`src/rtl/mem_access_unit_pkg.sv`:
```
// Shared definitions for the MEM-stage data-memory access unit:
// funct3 encodings, FSM state encoding and the request legality rule.
package mem_access_unit_pkg;

  localparam logic [2:0] FUNC3_B  = 3'b000;
  localparam logic [2:0] FUNC3_H  = 3'b001;
  localparam logic [2:0] FUNC3_W  = 3'b010;
  localparam logic [2:0] FUNC3_BU = 3'b100;
  localparam logic [2:0] FUNC3_HU = 3'b101;

  typedef enum logic [1:0] {
    IDLE   = 2'd0,
    ACCESS = 2'd1,
    DONE   = 2'd2
  } state_e;

  // A request is legal when funct3 is a supported width for its direction
  // and the address is naturally aligned for that width.
  function automatic logic req_legal(input logic       is_read,
                                     input logic [2:0] func3,
                                     input logic [1:0] addr_lo);
    logic legal_v;
    legal_v = 1'b0;
    case (func3)
      FUNC3_B:  legal_v = 1'b1;
      FUNC3_H:  legal_v = (addr_lo[0] == 1'b0);
      FUNC3_W:  legal_v = (addr_lo == 2'b00);
      FUNC3_BU: legal_v = is_read;
      FUNC3_HU: legal_v = is_read && (addr_lo[0] == 1'b0);
      default:  legal_v = 1'b0;
    endcase
    return legal_v;
  endfunction

endpackage

```
`src/rtl/mem_access_unit_load_formatter.sv`:
```
// Selects the addressed byte/half lane of a read word and sign/zero-extends
// it according to the load funct3; also usable by forwarding logic.
module load_formatter
  import mem_access_unit_pkg::*;
(
  input  logic [31:0] word,
  input  logic [2:0]  funct3,
  input  logic [1:0]  addr_lo,
  output logic [31:0] result
);

  logic [7:0]  byte_s;
  logic [15:0] half_s;

  // Lane selection from the low address bits
  always_comb begin
    byte_s = 8'h00;
    case (addr_lo)
      2'b00:   byte_s = word[7:0];
      2'b01:   byte_s = word[15:8];
      2'b10:   byte_s = word[23:16];
      2'b11:   byte_s = word[31:24];
      default: byte_s = 8'h00;
    endcase
    if (addr_lo[1]) begin
      half_s = word[31:16];
    end else begin
      half_s = word[15:0];
    end
  end

  // Extension by load type
  always_comb begin
    result = 32'h0000_0000;
    case (funct3)
      FUNC3_B:  result = {{24{byte_s[7]}}, byte_s};
      FUNC3_H:  result = {{16{half_s[15]}}, half_s};
      FUNC3_W:  result = word;
      FUNC3_BU: result = {24'h00_0000, byte_s};
      FUNC3_HU: result = {16'h0000, half_s};
      default:  result = 32'h0000_0000;
    endcase
  end

endmodule

```
`src/rtl/mem_access_unit.sv`:
```
// MEM-stage data-memory access unit: issues one req/ack memory access per
// load/store, stalls the pipeline meanwhile and formats the load result.
module mem_access_unit
  import mem_access_unit_pkg::*;
#(
  parameter int TIMEOUT_CYCLES = 255
) (
  input  logic        CLK,
  input  logic        RESET,
  input  logic        MEM_DATA_MEM_READ,
  input  logic        MEM_DATA_MEM_WRITE,
  input  logic [2:0]  MEM_FUNC3,
  input  logic [31:0] MEM_ALU_OUT,
  input  logic [31:0] MEM_DATA2,
  output logic        DMEM_REQ,
  output logic        DMEM_WE,
  output logic [31:0] DMEM_ADDR,
  output logic [3:0]  DMEM_BE,
  output logic [31:0] DMEM_WDATA,
  input  logic [31:0] DMEM_RDATA,
  input  logic        DMEM_ACK,
  output logic [31:0] MEM_DATA_MEM_READ_DATA,
  output logic        MEM_BUSY,
  output logic        MEM_FAULT
);

  localparam logic [7:0] TIMEOUT_LAST = 8'(TIMEOUT_CYCLES - 1);

  state_e      state_r, state_s;
  logic [7:0]  cnt_r, cnt_s;
  logic [2:0]  func3_r, func3_s;
  logic [1:0]  addr_lo_r, addr_lo_s;
  logic        dmem_req_r, dmem_req_s;
  logic        dmem_we_r, dmem_we_s;
  logic [31:0] dmem_addr_r, dmem_addr_s;
  logic [3:0]  dmem_be_r, dmem_be_s;
  logic [31:0] dmem_wdata_r, dmem_wdata_s;
  logic [31:0] rd_data_r, rd_data_s;
  logic        fault_r, fault_s;
  logic        busy_s;

  logic        req_s;
  logic        legal_s;
  logic [3:0]  st_be_s;
  logic [31:0] st_wdata_s;
  logic [31:0] fmt_s;

  assign req_s   = MEM_DATA_MEM_READ | MEM_DATA_MEM_WRITE;
  assign legal_s = req_legal(MEM_DATA_MEM_READ, MEM_FUNC3, MEM_ALU_OUT[1:0]);

  load_formatter u_load_formatter (
    .word    (DMEM_RDATA),
    .funct3  (func3_r),
    .addr_lo (addr_lo_r),
    .result  (fmt_s)
  );

  // Store byte enables and lane-replicated data; reads use a full-word enable
  always_comb begin
    st_be_s    = 4'b1111;
    st_wdata_s = 32'h0000_0000;
    if (MEM_DATA_MEM_READ) begin
      st_be_s    = 4'b1111;
      st_wdata_s = 32'h0000_0000;
    end else begin
      case (MEM_FUNC3)
        FUNC3_B: begin
          st_be_s    = 4'b0001 << MEM_ALU_OUT[1:0];
          st_wdata_s = {4{MEM_DATA2[7:0]}};
        end
        FUNC3_H: begin
          st_be_s    = 4'b0011 << {MEM_ALU_OUT[1], 1'b0};
          st_wdata_s = {2{MEM_DATA2[15:0]}};
        end
        default: begin
          st_be_s    = 4'b1111;
          st_wdata_s = MEM_DATA2;
        end
      endcase
    end
  end

  // Next-state and next-output logic of the access FSM
  always_comb begin
    state_s      = state_r;
    cnt_s        = cnt_r;
    func3_s      = func3_r;
    addr_lo_s    = addr_lo_r;
    dmem_req_s   = dmem_req_r;
    dmem_we_s    = dmem_we_r;
    dmem_addr_s  = dmem_addr_r;
    dmem_be_s    = dmem_be_r;
    dmem_wdata_s = dmem_wdata_r;
    rd_data_s    = rd_data_r;
    fault_s      = 1'b0;
    busy_s       = 1'b0;
    case (state_r)
      IDLE: begin
        if (req_s && legal_s) begin
          busy_s       = 1'b1;
          state_s      = ACCESS;
          cnt_s        = 8'd0;
          func3_s      = MEM_FUNC3;
          addr_lo_s    = MEM_ALU_OUT[1:0];
          dmem_req_s   = 1'b1;
          dmem_we_s    = ~MEM_DATA_MEM_READ;
          dmem_addr_s  = {MEM_ALU_OUT[31:2], 2'b00};
          dmem_be_s    = st_be_s;
          dmem_wdata_s = st_wdata_s;
        end else if (req_s) begin
          fault_s   = 1'b1;
          rd_data_s = 32'h0000_0000;
        end else begin
          busy_s = 1'b0;
        end
      end
      ACCESS: begin
        busy_s = 1'b1;
        if (DMEM_ACK) begin
          dmem_req_s = 1'b0;
          state_s    = DONE;
          if (!dmem_we_r) begin
            rd_data_s = fmt_s;
          end else begin
            rd_data_s = rd_data_r;
          end
        end else if (cnt_r == TIMEOUT_LAST) begin
          dmem_req_s = 1'b0;
          fault_s    = 1'b1;
          rd_data_s  = 32'h0000_0000;
          state_s    = DONE;
        end else begin
          cnt_s = cnt_r + 8'd1;
        end
      end
      DONE: begin
        state_s = IDLE;
      end
      default: begin
        state_s    = IDLE;
        dmem_req_s = 1'b0;
      end
    endcase
  end

  // State and registered outputs, with synchronous active-low reset
  always_ff @(posedge CLK) begin
    if (!RESET) begin
      state_r      <= IDLE;
      cnt_r        <= 8'd0;
      func3_r      <= 3'b000;
      addr_lo_r    <= 2'b00;
      dmem_req_r   <= 1'b0;
      dmem_we_r    <= 1'b0;
      dmem_addr_r  <= 32'h0000_0000;
      dmem_be_r    <= 4'b0000;
      dmem_wdata_r <= 32'h0000_0000;
      rd_data_r    <= 32'h0000_0000;
      fault_r      <= 1'b0;
    end else begin
      state_r      <= state_s;
      cnt_r        <= cnt_s;
      func3_r      <= func3_s;
      addr_lo_r    <= addr_lo_s;
      dmem_req_r   <= dmem_req_s;
      dmem_we_r    <= dmem_we_s;
      dmem_addr_r  <= dmem_addr_s;
      dmem_be_r    <= dmem_be_s;
      dmem_wdata_r <= dmem_wdata_s;
      rd_data_r    <= rd_data_s;
      fault_r      <= fault_s;
    end
  end

  assign DMEM_REQ               = dmem_req_r;
  assign DMEM_WE                = dmem_we_r;
  assign DMEM_ADDR              = dmem_addr_r;
  assign DMEM_BE                = dmem_be_r;
  assign DMEM_WDATA             = dmem_wdata_r;
  assign MEM_DATA_MEM_READ_DATA = rd_data_r;
  assign MEM_FAULT              = fault_r;
  assign MEM_BUSY               = busy_s;

endmodule

```
`config.mk`:
```
export PLATFORM = sky130hd
export DESIGN_NAME = mem_access_unit
export DESIGN_NICKNAME = d
export VERILOG_FILES = /design/src/rtl/mem_access_unit_pkg.sv /design/src/rtl/mem_access_unit_load_formatter.sv /design/src/rtl/mem_access_unit.sv
export SDC_FILE = /design/constraint.sdc
export NUM_CORES = 1
export LEC_CHECK = 0
export ABC_AREA = 1
export CORE_ASPECT_RATIO = 0.8
export CORE_UTILIZATION = 38
export CTS_CLUSTER_SIZE = 8
export DETAILED_ROUTE_END_ITERATION = 8
export PLACE_DENSITY_LB_ADDON = 0.05
export SYNTH_ARGS = -nofsm -noshare
export SYNTH_HDL_FRONTEND = slang
export SYNTH_SLANG_ARGS = --single-unit
```
`constraint.sdc`:
```
create_clock -name CLK -period 1.93 [get_ports CLK]
set_clock_uncertainty 0.1 [all_clocks]
set_input_delay 0.386 -clock CLK [delete_from_list [all_inputs] [get_ports CLK]]
set_output_delay 0.386 -clock CLK [all_outputs]
set_load 0.01 [all_outputs]
```
==> run metrics <==
Tmin final 1840 ps; Placer Congestion 0.822; Mean Syn Cell Area 6.48 um^2; Cell Area, Synth 0.00583 mm^2; pwr dens 888 mW/mm^2; drt wl/cell 13.2 um; Cell variety after synth 36; initial antenna violation count 2; post-synth top area cell dfxtp_1; Syn-to-layout area delta 52.6%; Max Fclk 542 MHz; IR drop worst, VDD 0.585 mV; CP Cell Sequence or2_1, nor2_4, nand2_4, nand2_1, buf_2; pre-CTS setup slack -603 ps; fin nets 1,226; Seq cells post-synth 116; Root Buffer clkbuf_16; Setup CP Type flip-flop to output pin; Die W 140 um; CTS buffer count 17; ys async rst share 0%; crit-path max FO 2; worst path bufs/invs 1; max_cap viols 0; clk slew on worst S/H paths 60 ps; CTS max path bufs 2; Residual DRC 0; Yosys Warn Count 0; post-route ant nets 0; largest delay contributor family on the critical path simple AND/OR/NAND/NOR gates; Rows 40; share of the synthesized area in the top cell type 39.8%; number of synthesized flops with an enable pin 0; fin. max-slew vios 0; CP arrival 1360 ps; Setup violations, final 0; top_reg_cell synth dfxtp_1; slowest stage delay, CP 320 ps; largest net degree at the start of global routing 53; Synth Instances 900; DRT iter0 DRCs 276; overall power 7.90 mW; CP Capture Type output pin; first-pass GRT wire length 28,200 um; Leakage 3.76 nW; outcome finished, final reports clean; Seq/Total Area, Yosys 39.8%; Die Ht 113 um; worst skew pair latency 410 ps; DP Area 0.00822 mm^2; total track usage 22.4%; die area 0.0158 mm^2; Worst Path Required 1440 ps; design area 0.00890 mm^2; drt pass-1 iters 5; IO Port Bufs 205; via/cell ratio 4.64; unrepaired setup endpoints after global routing false; # clock sinks 116; WL final 17,400 um; vias 6,144; worst hold slack 285 ps; Final Hold Viols 0; Initial Util 38.8%; hpwl dp 12,500 um; CTS tree done; hold_buf cts 0; CP startpoint kind flip-flop; via count of the first global-routing pass 5,766; Min-Delay Path Class input port to flip-flop; final worst-path cycle share 95.6%; GRT overflow 0; I/O pin cnt 208; Clock H-tree levels 4; worst setup margin 85.3 ps; layout cells sized above 1 9.97%; Area contributors post-synth dfxtp_1 (40%), nand2_1 (13%), nor2_1 (12%), o21ai_0 (6.5%), inv_1 (5.8%); Slowest-stage cell, CP dfxtp_1; Std-Cell Core Area 0.0150 mm^2
[cell families (layout without fill, tap and decap cells)]
| logic type | count (synthesis) | after routing | share of synthesized area (%) |
|---|---|---|---|
| and+or+nand+nor | 461 | 461 | 32.9 |
| AOI/OAI and AO/OA | 163 | 163 | 14.1 |
| buffers and inverters | 154 | 386 | 12.3 |
| DFF | 116 | 116 | 39.8 |
| xor gates and xnor gates | 3 | 3 | 0.451 |
| adders and majority gates | 2 | 2 | 0.429 |
| other | 1 | 3 | 0.0643 |
[layout by cell type, fill, tap and decap left out, types with 2 or more instances in the layout]
master	Yosys	layout
dfxtp_1	116	115
clkinv_4	0	3
nand4_1	2	2
nand2_2	4	5
clkinv_2	1	3
conb_1	1	2
nor2_2	5	4
nor3_1	2	2
a21oi_1	45	45
nor2_4	1	2
nor3_4	2	2
clkbuf_16	0	18
ha_1	2	2
inv_1	90	89
clkdlybuf4s50_1	0	197
o22ai_1	2	2
bufinv_16	0	4
or2_1	2	2
clkinvlp_4	0	4
buf_4	12	38
buf_12	0	7
inv_2	9	10
buf_2	10	2
xor2_1	2	2
o21ai_0	76	75
nand2_4	3	3
dlygate4sd2_1	0	5
nand3_2	2	2
nand3_1	46	46
inv_6	0	2
o21ai_1	38	39
nand2_1	209	208
nor2_1	179	179
[synthesized netlist by cell type (4+ instances only)]
library cell    n
buf_2          10
buf_4          12
inv_2           9
inv_1          90
nand2_1       209
o21ai_0        76
nor2_2          5
nor2_1        179
a21oi_1        45
nand2_2         4
clkbuf_1       20
nand3_1        46
o21ai_1        38
buf_6          10
dfxtp_1       116
[final cells by class]
type | count | area [um^2]
Antenna cell | 1 | 2.50
Clock buffer | 17 | 425
Clock inverter | 15 | 204
Fill cell | 1437 | 6120
Inverter | 102 | 387
Multi-Input combinational cell | 631 | 2800
Sequential cell | 116 | 2320
Tap cell | 189 | 236
Timing Repair Buffer | 252 | 2510
[flip-flops by register name, summed over array words and instances, names as in the netlist]
| name | cells |
|---|---|
| DMEM_WDATA | 32 |
| DMEM_ADDR | 30 |
| cnt_r | 8 |
| state_r | 2 |
| DMEM_WE | 1 |
| MEM_FAULT | 1 |
| DMEM_BE | 4 |
| addr_lo_r | 2 |
| DMEM_REQ | 1 |
| func3_r | 3 |
| MEM_DATA_MEM_READ_DATA | 32 |
[worst min-delay path, cell delays in order]
cell and delay (ps):
buf_2 210, o21ai_0 110, nor2_1 40
[power by group]
group	internal (mW)	total (mW)	switching [mW]
logic	0.903	1.83	0.925
registers	2.60	2.70	0.106
clock network	2.17	3.36	1.20
total	5.67	7.90	2.23
[routing by layer]
metal | vias up | GRT usage, % | wire [um]
met3 | 15 | 8.04 | 1310
met1 | 2715 | 29.4 | 8450
met2 | 168 | 34.3 | 7480
met5 | - | 0 | 13
li1 | 3244 | - | -
met4 | 2 | 6.81 | 193
[stage by stage]
step                TNS, ps  instances  utilization, %
CTS                       0       1321            59.0
finish                    0       1323            59.3
global route              0       1322            59.2
global placement     -46860       1287            54.7
detailed placement   -50630       1287            54.7
floorplan                 0        901               -
[timing repair]
item                       4_1_cts  5_1_grt
gates resized for setup         12        5
setup buffers                    2        0
gates cloned                     0        1
setup endpoints to repair       72       24
pin swaps                        3        0
[worst paths after layout]
check | from | endpoint | slack [ps] | cells past startpoint
max reg2reg | state_r[1]$_SDFFE_PN0P_ | MEM_DATA_MEM_READ_DATA[19]$_SDFFE_PN0P_ | 150 | 9
min | RESET | DMEM_ADDR[25]$_SDFFE_PN0P_ | 280 | 3
min reg2reg | DMEM_WDATA[15]$_SDFFE_PN0P_ | DMEM_WDATA[15]$_SDFFE_PN0P_ | 350 | 2
max | state_r[1]$_SDFFE_PN0P_ | MEM_BUSY | 90 | 5
Power figures use the tool's default switching activity.
